<file path="src/rtl/sdm_read_requester_if.sv">
// Handshake bundle between an upstream symbol source, the SDM memory and a
// downstream result consumer, as seen by sdm_read_requester.
//   upstream  : in_valid, in_symbol, in_train  -> ; <- in_ready
//   sdm       : <- sdm_valid, sdm_wnr, sdm_address ; sdm_readValid,
//               sdm_readSuccess, sdm_data ->
//   downstream: <- out_valid, out_symbol, out_hit, out_timeout ; out_ready ->
// The master modport is the requester; the slave modport is its environment.
interface sdm_read_requester_if #(
  parameter int unsigned BIT_WIDTH = 8
);
  logic                 in_valid;
  logic [BIT_WIDTH-1:0] in_symbol;
  logic                 in_train;
  logic                 in_ready;

  logic                 sdm_valid;
  logic                 sdm_wnr;
  logic [BIT_WIDTH-1:0] sdm_address;
  logic                 sdm_readValid;
  logic                 sdm_readSuccess;
  logic [BIT_WIDTH-1:0] sdm_data;

  logic                 out_valid;
  logic [BIT_WIDTH-1:0] out_symbol;
  logic                 out_hit;
  logic                 out_timeout;
  logic                 out_ready;

  modport master (
    input  in_valid, in_symbol, in_train,
    output in_ready,
    output sdm_valid, sdm_wnr, sdm_address,
    input  sdm_readValid, sdm_readSuccess, sdm_data,
    output out_valid, out_symbol, out_hit, out_timeout,
    input  out_ready
  );

  modport slave (
    output in_valid, in_symbol, in_train,
    input  in_ready,
    input  sdm_valid, sdm_wnr, sdm_address,
    output sdm_readValid, sdm_readSuccess, sdm_data,
    input  out_valid, out_symbol, out_hit, out_timeout,
    output out_ready
  );
endinterface

</file>
<file path="src/rtl/sdm_read_requester.sv">
// Issues train (write) or recall (read) requests to a sparse distributed
// memory for one upstream symbol at a time, waits a bounded time for the
// read response and presents the recalled (or raw) symbol downstream.
// Keeps saturating hit/miss statistics.
// Ports:
//   clk, rstb    clock; asynchronous active-low reset
//   bus          sdm_read_requester_if.master (upstream/SDM/downstream)
//   clear_stats  synchronous clear of both counters (wins over increment)
//   hit_count    successful recalls
//   miss_count   failed or timed-out recalls
module sdm_read_requester #(
  parameter int unsigned BIT_WIDTH  = 8,
  parameter int unsigned TIMEOUT    = 16,
  parameter int unsigned STAT_WIDTH = 16
) (
  input  logic                  clk,
  input  logic                  rstb,
  sdm_read_requester_if.master  bus,
  input  logic                  clear_stats,
  output logic [STAT_WIDTH-1:0] hit_count,
  output logic [STAT_WIDTH-1:0] miss_count
);

  localparam int unsigned TW = (TIMEOUT > 2) ? $clog2(TIMEOUT) : 1;
  localparam logic [TW-1:0] TIMER_LAST = TW'(TIMEOUT - 1);

  typedef enum logic [1:0] {
    IDLE  = 2'd0,
    ISSUE = 2'd1,
    WAIT  = 2'd2,
    RESP  = 2'd3
  } state_t;

  state_t               state, state_n;
  logic [BIT_WIDTH-1:0] sym_q;
  logic                 train_q;
  logic [TW-1:0]        timer;
  logic [BIT_WIDTH-1:0] res_symbol;
  logic                 res_hit;
  logic                 res_timeout;

  logic accept;
  logic resp_load;
  logic resp_hit;
  logic timed_out;

  always_ff @(posedge clk or negedge rstb) begin
    if (!rstb) state <= IDLE;
    else       state <= state_n;
  end

  always_comb begin
    state_n   = state;
    accept    = 1'b0;
    resp_load = 1'b0;
    resp_hit  = 1'b0;
    timed_out = 1'b0;
    unique case (state)
      IDLE: begin
        if (bus.in_valid) begin
          accept  = 1'b1;
          state_n = ISSUE;
        end
      end
      ISSUE: state_n = train_q ? IDLE : WAIT;
      WAIT: begin
        // A response in the final timer cycle still counts as a response.
        if (bus.sdm_readValid) begin
          resp_load = 1'b1;
          resp_hit  = bus.sdm_readSuccess;
          state_n   = RESP;
        end else if (timer == TIMER_LAST) begin
          resp_load = 1'b1;
          timed_out = 1'b1;
          state_n   = RESP;
        end
      end
      RESP: begin
        if (bus.out_ready) state_n = IDLE;
      end
      default: state_n = IDLE;
    endcase
  end

  always_comb begin
    bus.in_ready    = (state == IDLE);
    bus.sdm_valid   = (state == ISSUE);
    bus.sdm_wnr     = train_q;
    bus.sdm_address = sym_q;
    bus.out_valid   = (state == RESP);
    bus.out_symbol  = res_symbol;
    bus.out_hit     = res_hit;
    bus.out_timeout = res_timeout;
  end

  always_ff @(posedge clk or negedge rstb) begin
    if (!rstb) begin
      sym_q       <= '0;
      train_q     <= 1'b0;
      timer       <= '0;
      res_symbol  <= '0;
      res_hit     <= 1'b0;
      res_timeout <= 1'b0;
    end else begin
      if (accept) begin
        sym_q   <= bus.in_symbol;
        train_q <= bus.in_train;
      end
      if (state == ISSUE)     timer <= '0;
      else if (state == WAIT) timer <= timer + TW'(1);
      if (resp_load) begin
        res_hit     <= resp_hit;
        res_timeout <= timed_out;
        res_symbol  <= resp_hit ? bus.sdm_data : sym_q;
      end
    end
  end

  always_ff @(posedge clk or negedge rstb) begin
    if (!rstb) begin
      hit_count  <= '0;
      miss_count <= '0;
    end else if (clear_stats) begin
      hit_count  <= '0;
      miss_count <= '0;
    end else if (resp_load) begin
      if (resp_hit) begin
        if (hit_count != '1) hit_count <= hit_count + STAT_WIDTH'(1);
      end else begin
        if (miss_count != '1) miss_count <= miss_count + STAT_WIDTH'(1);
      end
    end
  end

endmodule

</file>
<file path="src/flat_wrapper.sv">
// flat-port wrapper written by rule: the top's interface ports become plain ports
module sdm_read_requester_flat 
#(
  parameter int unsigned BIT_WIDTH  = 8,
  parameter int unsigned TIMEOUT    = 16,
  parameter int unsigned STAT_WIDTH = 16
)
  (clk, rstb, clear_stats, hit_count, miss_count, bus_in_valid, bus_in_symbol, bus_in_train, bus_in_ready, bus_sdm_valid, bus_sdm_wnr, bus_sdm_address, bus_sdm_readValid, bus_sdm_readSuccess, bus_sdm_data, bus_out_valid, bus_out_symbol, bus_out_hit, bus_out_timeout, bus_out_ready);
  sdm_read_requester_if #(.BIT_WIDTH(BIT_WIDTH)) bus_i ();
  input  logic clk;
  input  logic rstb;
  input  logic clear_stats;
  output logic [STAT_WIDTH-1:0] hit_count;
  output logic [STAT_WIDTH-1:0] miss_count;
  input wire logic [$bits(bus_i.in_valid)-1:0] bus_in_valid;
  input wire logic [$bits(bus_i.in_symbol)-1:0] bus_in_symbol;
  input wire logic [$bits(bus_i.in_train)-1:0] bus_in_train;
  output wire logic [$bits(bus_i.in_ready)-1:0] bus_in_ready;
  output wire logic [$bits(bus_i.sdm_valid)-1:0] bus_sdm_valid;
  output wire logic [$bits(bus_i.sdm_wnr)-1:0] bus_sdm_wnr;
  output wire logic [$bits(bus_i.sdm_address)-1:0] bus_sdm_address;
  input wire logic [$bits(bus_i.sdm_readValid)-1:0] bus_sdm_readValid;
  input wire logic [$bits(bus_i.sdm_readSuccess)-1:0] bus_sdm_readSuccess;
  input wire logic [$bits(bus_i.sdm_data)-1:0] bus_sdm_data;
  output wire logic [$bits(bus_i.out_valid)-1:0] bus_out_valid;
  output wire logic [$bits(bus_i.out_symbol)-1:0] bus_out_symbol;
  output wire logic [$bits(bus_i.out_hit)-1:0] bus_out_hit;
  output wire logic [$bits(bus_i.out_timeout)-1:0] bus_out_timeout;
  input wire logic [$bits(bus_i.out_ready)-1:0] bus_out_ready;
  assign bus_i.in_valid = bus_in_valid;
  assign bus_i.in_symbol = bus_in_symbol;
  assign bus_i.in_train = bus_in_train;
  assign bus_in_ready = bus_i.in_ready;
  assign bus_sdm_valid = bus_i.sdm_valid;
  assign bus_sdm_wnr = bus_i.sdm_wnr;
  assign bus_sdm_address = bus_i.sdm_address;
  assign bus_i.sdm_readValid = bus_sdm_readValid;
  assign bus_i.sdm_readSuccess = bus_sdm_readSuccess;
  assign bus_i.sdm_data = bus_sdm_data;
  assign bus_out_valid = bus_i.out_valid;
  assign bus_out_symbol = bus_i.out_symbol;
  assign bus_out_hit = bus_i.out_hit;
  assign bus_out_timeout = bus_i.out_timeout;
  assign bus_i.out_ready = bus_out_ready;
  sdm_read_requester #(.BIT_WIDTH(BIT_WIDTH), .TIMEOUT(TIMEOUT), .STAT_WIDTH(STAT_WIDTH)) u_core (.clk(clk), .rstb(rstb), .bus(bus_i), .clear_stats(clear_stats), .hit_count(hit_count), .miss_count(miss_count));
endmodule
</file>
<file path="config.mk">
export PLATFORM = sky130hd
export DESIGN_NAME = sdm_read_requester_flat
export DESIGN_NICKNAME = d
export VERILOG_FILES = /design/src/rtl/sdm_read_requester_if.sv /design/src/rtl/sdm_read_requester.sv /design/src/flat_wrapper.sv
export SDC_FILE = /design/constraint.sdc
export NUM_CORES = 1
export LEC_CHECK = 0
export ABC_AREA = 0
export CELL_PAD_IN_SITES_DETAIL_PLACEMENT = 0
export CELL_PAD_IN_SITES_GLOBAL_PLACEMENT = 2
export CORE_MARGIN = 8
export CORE_UTILIZATION = 30
export CTS_CLUSTER_DIAMETER = 200
export CTS_CLUSTER_SIZE = 20
export DETAILED_ROUTE_END_ITERATION = 12
export MAX_ROUTING_LAYER = met4
export PLACE_DENSITY_LB_ADDON = 0.1
export SETUP_SLACK_MARGIN = 0.5
export SLEW_MARGIN = 20
export SYNTH_ARGS = -nofsm -noshare
export SYNTH_HDL_FRONTEND = slang
export SYNTH_SLANG_ARGS = --single-unit
</file>
<file path="constraint.sdc">
create_clock -name clk -period 2.45 [get_ports clk]
set_input_delay 0.3675 -clock clk [delete_from_list [all_inputs] [get_ports clk]]
set_output_delay 0.3675 -clock clk [all_outputs]
set_load 0.02 [all_outputs]
</file>
==> key figures <==
Clock tree
  • Clock tree root driver cell: clkbuf_8
  • Longest Clk Path Bufs: 2
  • H-tree levels: 3
  • CTS buffer count: 9
  • CTS tree: yes
  • Clock-pin transition on the worst setup and hold timing paths: 70 ps
  • Clk Latency, worst-skew pair: 330 ps
  • Sink Count: 57

Drt
  • First drt pass iteration count: 4
  • Drt drc: 0
  • WL/cell: 16.58 um
  • Initial DRC Count: between 100 and 150
  • Final ANT Viol Nets: 0
  • Vias: between 2000 and 3000
  • Via density: ~5.3
  • Routed WL: a little under 9000 um

GRT
  • Vias in the first global route: approximately 2800
  • Overall routing resource usage: 0.1403
  • Largest net degree at the start of global routing: 36
  • Total congestion overflow: 0
  • Initial antenna violation count: 0
  • First-pass GRT wire length: 14370 um

Power and ir drop
  • Maximum vdd drop: 0.5001 mV
  • Power Total: 3.645 mW
  • Sw power: 1.272 mW
  • Leakage: 1.726 nW
  • PD cells: 842.0 nW/um2
  • Comb pwr share: 0.365
  • Part of the power in registers: 0.362
  • Internal Power: between 2 and 2.5 mW
  • Switch share: 0.3490
  • Clock power frac: 0.272

Finish
  • Diode count: 0
  • Fill cells: 944
  • Nets: 420
  • Layout cells sized above 1: 0.2036
  • Area grow syn2layout: 46.30%

Placed design
  • Placer Congestion: 0.7236
  • Port Buffers: 77
  • HPWL Detailed: 6258 um

Timing
  • Worst clock skew: 7.984 ps
  • Hold Violations, Final: 0
  • Slew HR: 0.6151
  • Tightest Pin Transition: 577.3 ps
  • RSZ-0062 raised after global routing: yes
  • Setup violators final: 0
  • Min Tclk post-route: 1900 ps
  • Setup TNS: 0 ps
  • Final Slew Violations: 0
  • Final period util: 0.7755
  • Max Freq: 0.5263 GHz

Worst hold path
  • Hold Path Class: in -> async

Status
  • Status: complete, no violations

Floorplan
  • Core area: 9684 um2
  • Die H: 115.3 um
  • I/O pins: 78
  • Starting density of the core: 0.3056
  • # rows: 36
  • Die area: 13300 um2
  • Die W: 115.3 um

Yosys
  • Number of flops mapped to enable cells by yosys: 0
  • Dominant cell type by area after synthesis: dfrtp_1
  • Post-synth top cells: 57 x dfrtp_1, 30 x a21oi_1, 21 x inv_1
  • Avg Cell Area, Syn: 10.17 um2
  • Flops & latches, synth: 57
  • Synth top area share: 0.4820
  • Mapped Nets: around 320
  • Post-synth top flop: dfrtp_1
  • Synthesis warning total: 0
  • FFs w/ async S/R, synth: 1.000
  • Mapped Cells: 291
  • Register area share after synthesis: 0.4820
  • Synth Cell Area: between 2000 and 3000 um2
  • Synth unique cells: 46
  • Synth top area cells: dfrtp_1 48%, mux2_2 5.3%, a21oi_1 5.1%
  • Most common cell in the netlist: dfrtp_1

Worst setup path
  • WS Path Type: reg -> reg
  • Worst R2R Start: u_core.hit_count[9]$_DFFE_PN0P_
  • FF-to-FF End: u_core.hit_count[15]$_DFFE_PN0P_
  • WP data required: 2710 ps
  • R2R cell count: 4
  • Startpoint Class: flop
  • Critical Path AT: 2160 ps
  • Crit end category: flop
  • R2R Setup Slk: 550 ps
  • Largest fanout on the critical path: 8
  • Crit path launch: u_core.hit_count[9]$_DFFE_PN0P_

Flow run
  • Max-Cap Viols: 0
worst max path at each step:
stage	endpoint	slack, ps
3_5_place_dp	u_core.miss_count[10]$_DFFE_PN0P_	210
2_1_floorplan	u_core.miss_count[15]$_DFFE_PN0P_	510
6_report	u_core.hit_count[15]$_DFFE_PN0P_	550
4_1_cts	u_core.hit_count[8]$_DFFE_PN0P_	430
5_1_grt	u_core.hit_count[15]$_DFFE_PN0P_	460
3_3_place_gp	u_core.miss_count[10]$_DFFE_PN0P_	250
state kept, by name, summed over array words and instances, names as in the netlist, named ones only:
| register | count |
|---|---|
| u_core.bus.sdm_address | 8 |
| u_core.bus.out_hit | 1 |
| u_core.state | 1 |
| u_core.bus.out_symbol | 8 |
| u_core.miss_count | 16 |
| u_core.bus.out_timeout | 1 |
| u_core.hit_count | 16 |
| u_core.bus.sdm_wnr | 1 |
| u_core.timer | 4 |
per-stage QoR:
step / instances / cell area [um2] / worst slack [ps] / hold WS (ps) / utilization
after floorplan: 291 / 2960 / 507.1 / 71.91 / -
after global placement: 505 / 3966 / 250.2 / 412.3 / 0.4096
after detailed placement: 505 / 3966 / 210.0 / 401.6 / 0.4096
after CTS: 522 / 4225 / 433.4 / 35.32 / 0.4363
after global routing: 526 / 4329 / 460.2 / 62.58 / 0.4470
final: 526 / 4329 / 550.0 / 23.09 / 0.4470
metal layers:
layer	GRT usage	vias to the layer above	part of all wire
met1	0.1822	1358	0.47
met2	0.2031	87	0.44
li1	-	1310	-
met5	-	-	0
met3	0.04727	8	0.069
met4	0.03765	0	0.012
worst max-delay path, stage by stage (launching register included):
cell,delay (ps)
dfrtp_1,430
nand4_1,250
or3_4,490
or4_1,510
a21oi_1,150
placed cells by master, fill, tap and decap left out, drive strengths merged, types with 4 or more instances in the layout:
master	instances
o21ai	14
inv	22
and3	4
a21oi	30
a222oi	7
clkdlybuf4s50	73
nand4	8
nand2	17
mux2	14
nor2b	5
dfrtp	57
buf	22
clkbuf	10
o31ai	15
nor4	6
nor2	9
or3	6
or4	15
ha	8
nand3	10
kinds of logic after synthesis:
kind of cell	count (synthesis)	share of synthesized area
flip-flops	57	0.4820
buffers and inverters	33	0.04609
AO/OA/AOI/OAI	82	0.1814
multiplexers	16	0.06004
AND/OR/NAND/NOR	95	0.1966
adder cells (fa/ha/maj)	8	0.03383
final cells by class:
cell class	count	area, um2	share of cell area
multi-input combinational	201	1500	0.3465
sequential	57	1428	0.3298
timing repair buffer	98	935.9	0.2162
tap	133	166.4	0.03844
clock buffer	9	123.9	0.02861
clock inverter	7	93.84	0.02168
inverter	21	81.33	0.01879
power by group through the flow:
stage / Combinational, mW / Clock [mW] / Sequential [mW]
after floorplan: 0.529 / 0 / 1.48
after global placement: 1.30 / 0 / 1.32
after detailed placement: 1.30 / 0 / 1.32
after CTS: 1.30 / 1.02 / 1.31
after global routing: 1.47 / 1.06 / 1.35
final: 1.33 / 0.993 / 1.32
what timing repair did:
action | in CTS | in global routing
pin swaps | 0 | 1
hold buffers | 0 | 0
resized for setup | 13 | 19
endpoints found under the setup margin | 27 | 22
hold endpoints to repair | 0 | 0
setup buffers | 1 | 4
Power figures use the tool's default switching activity.
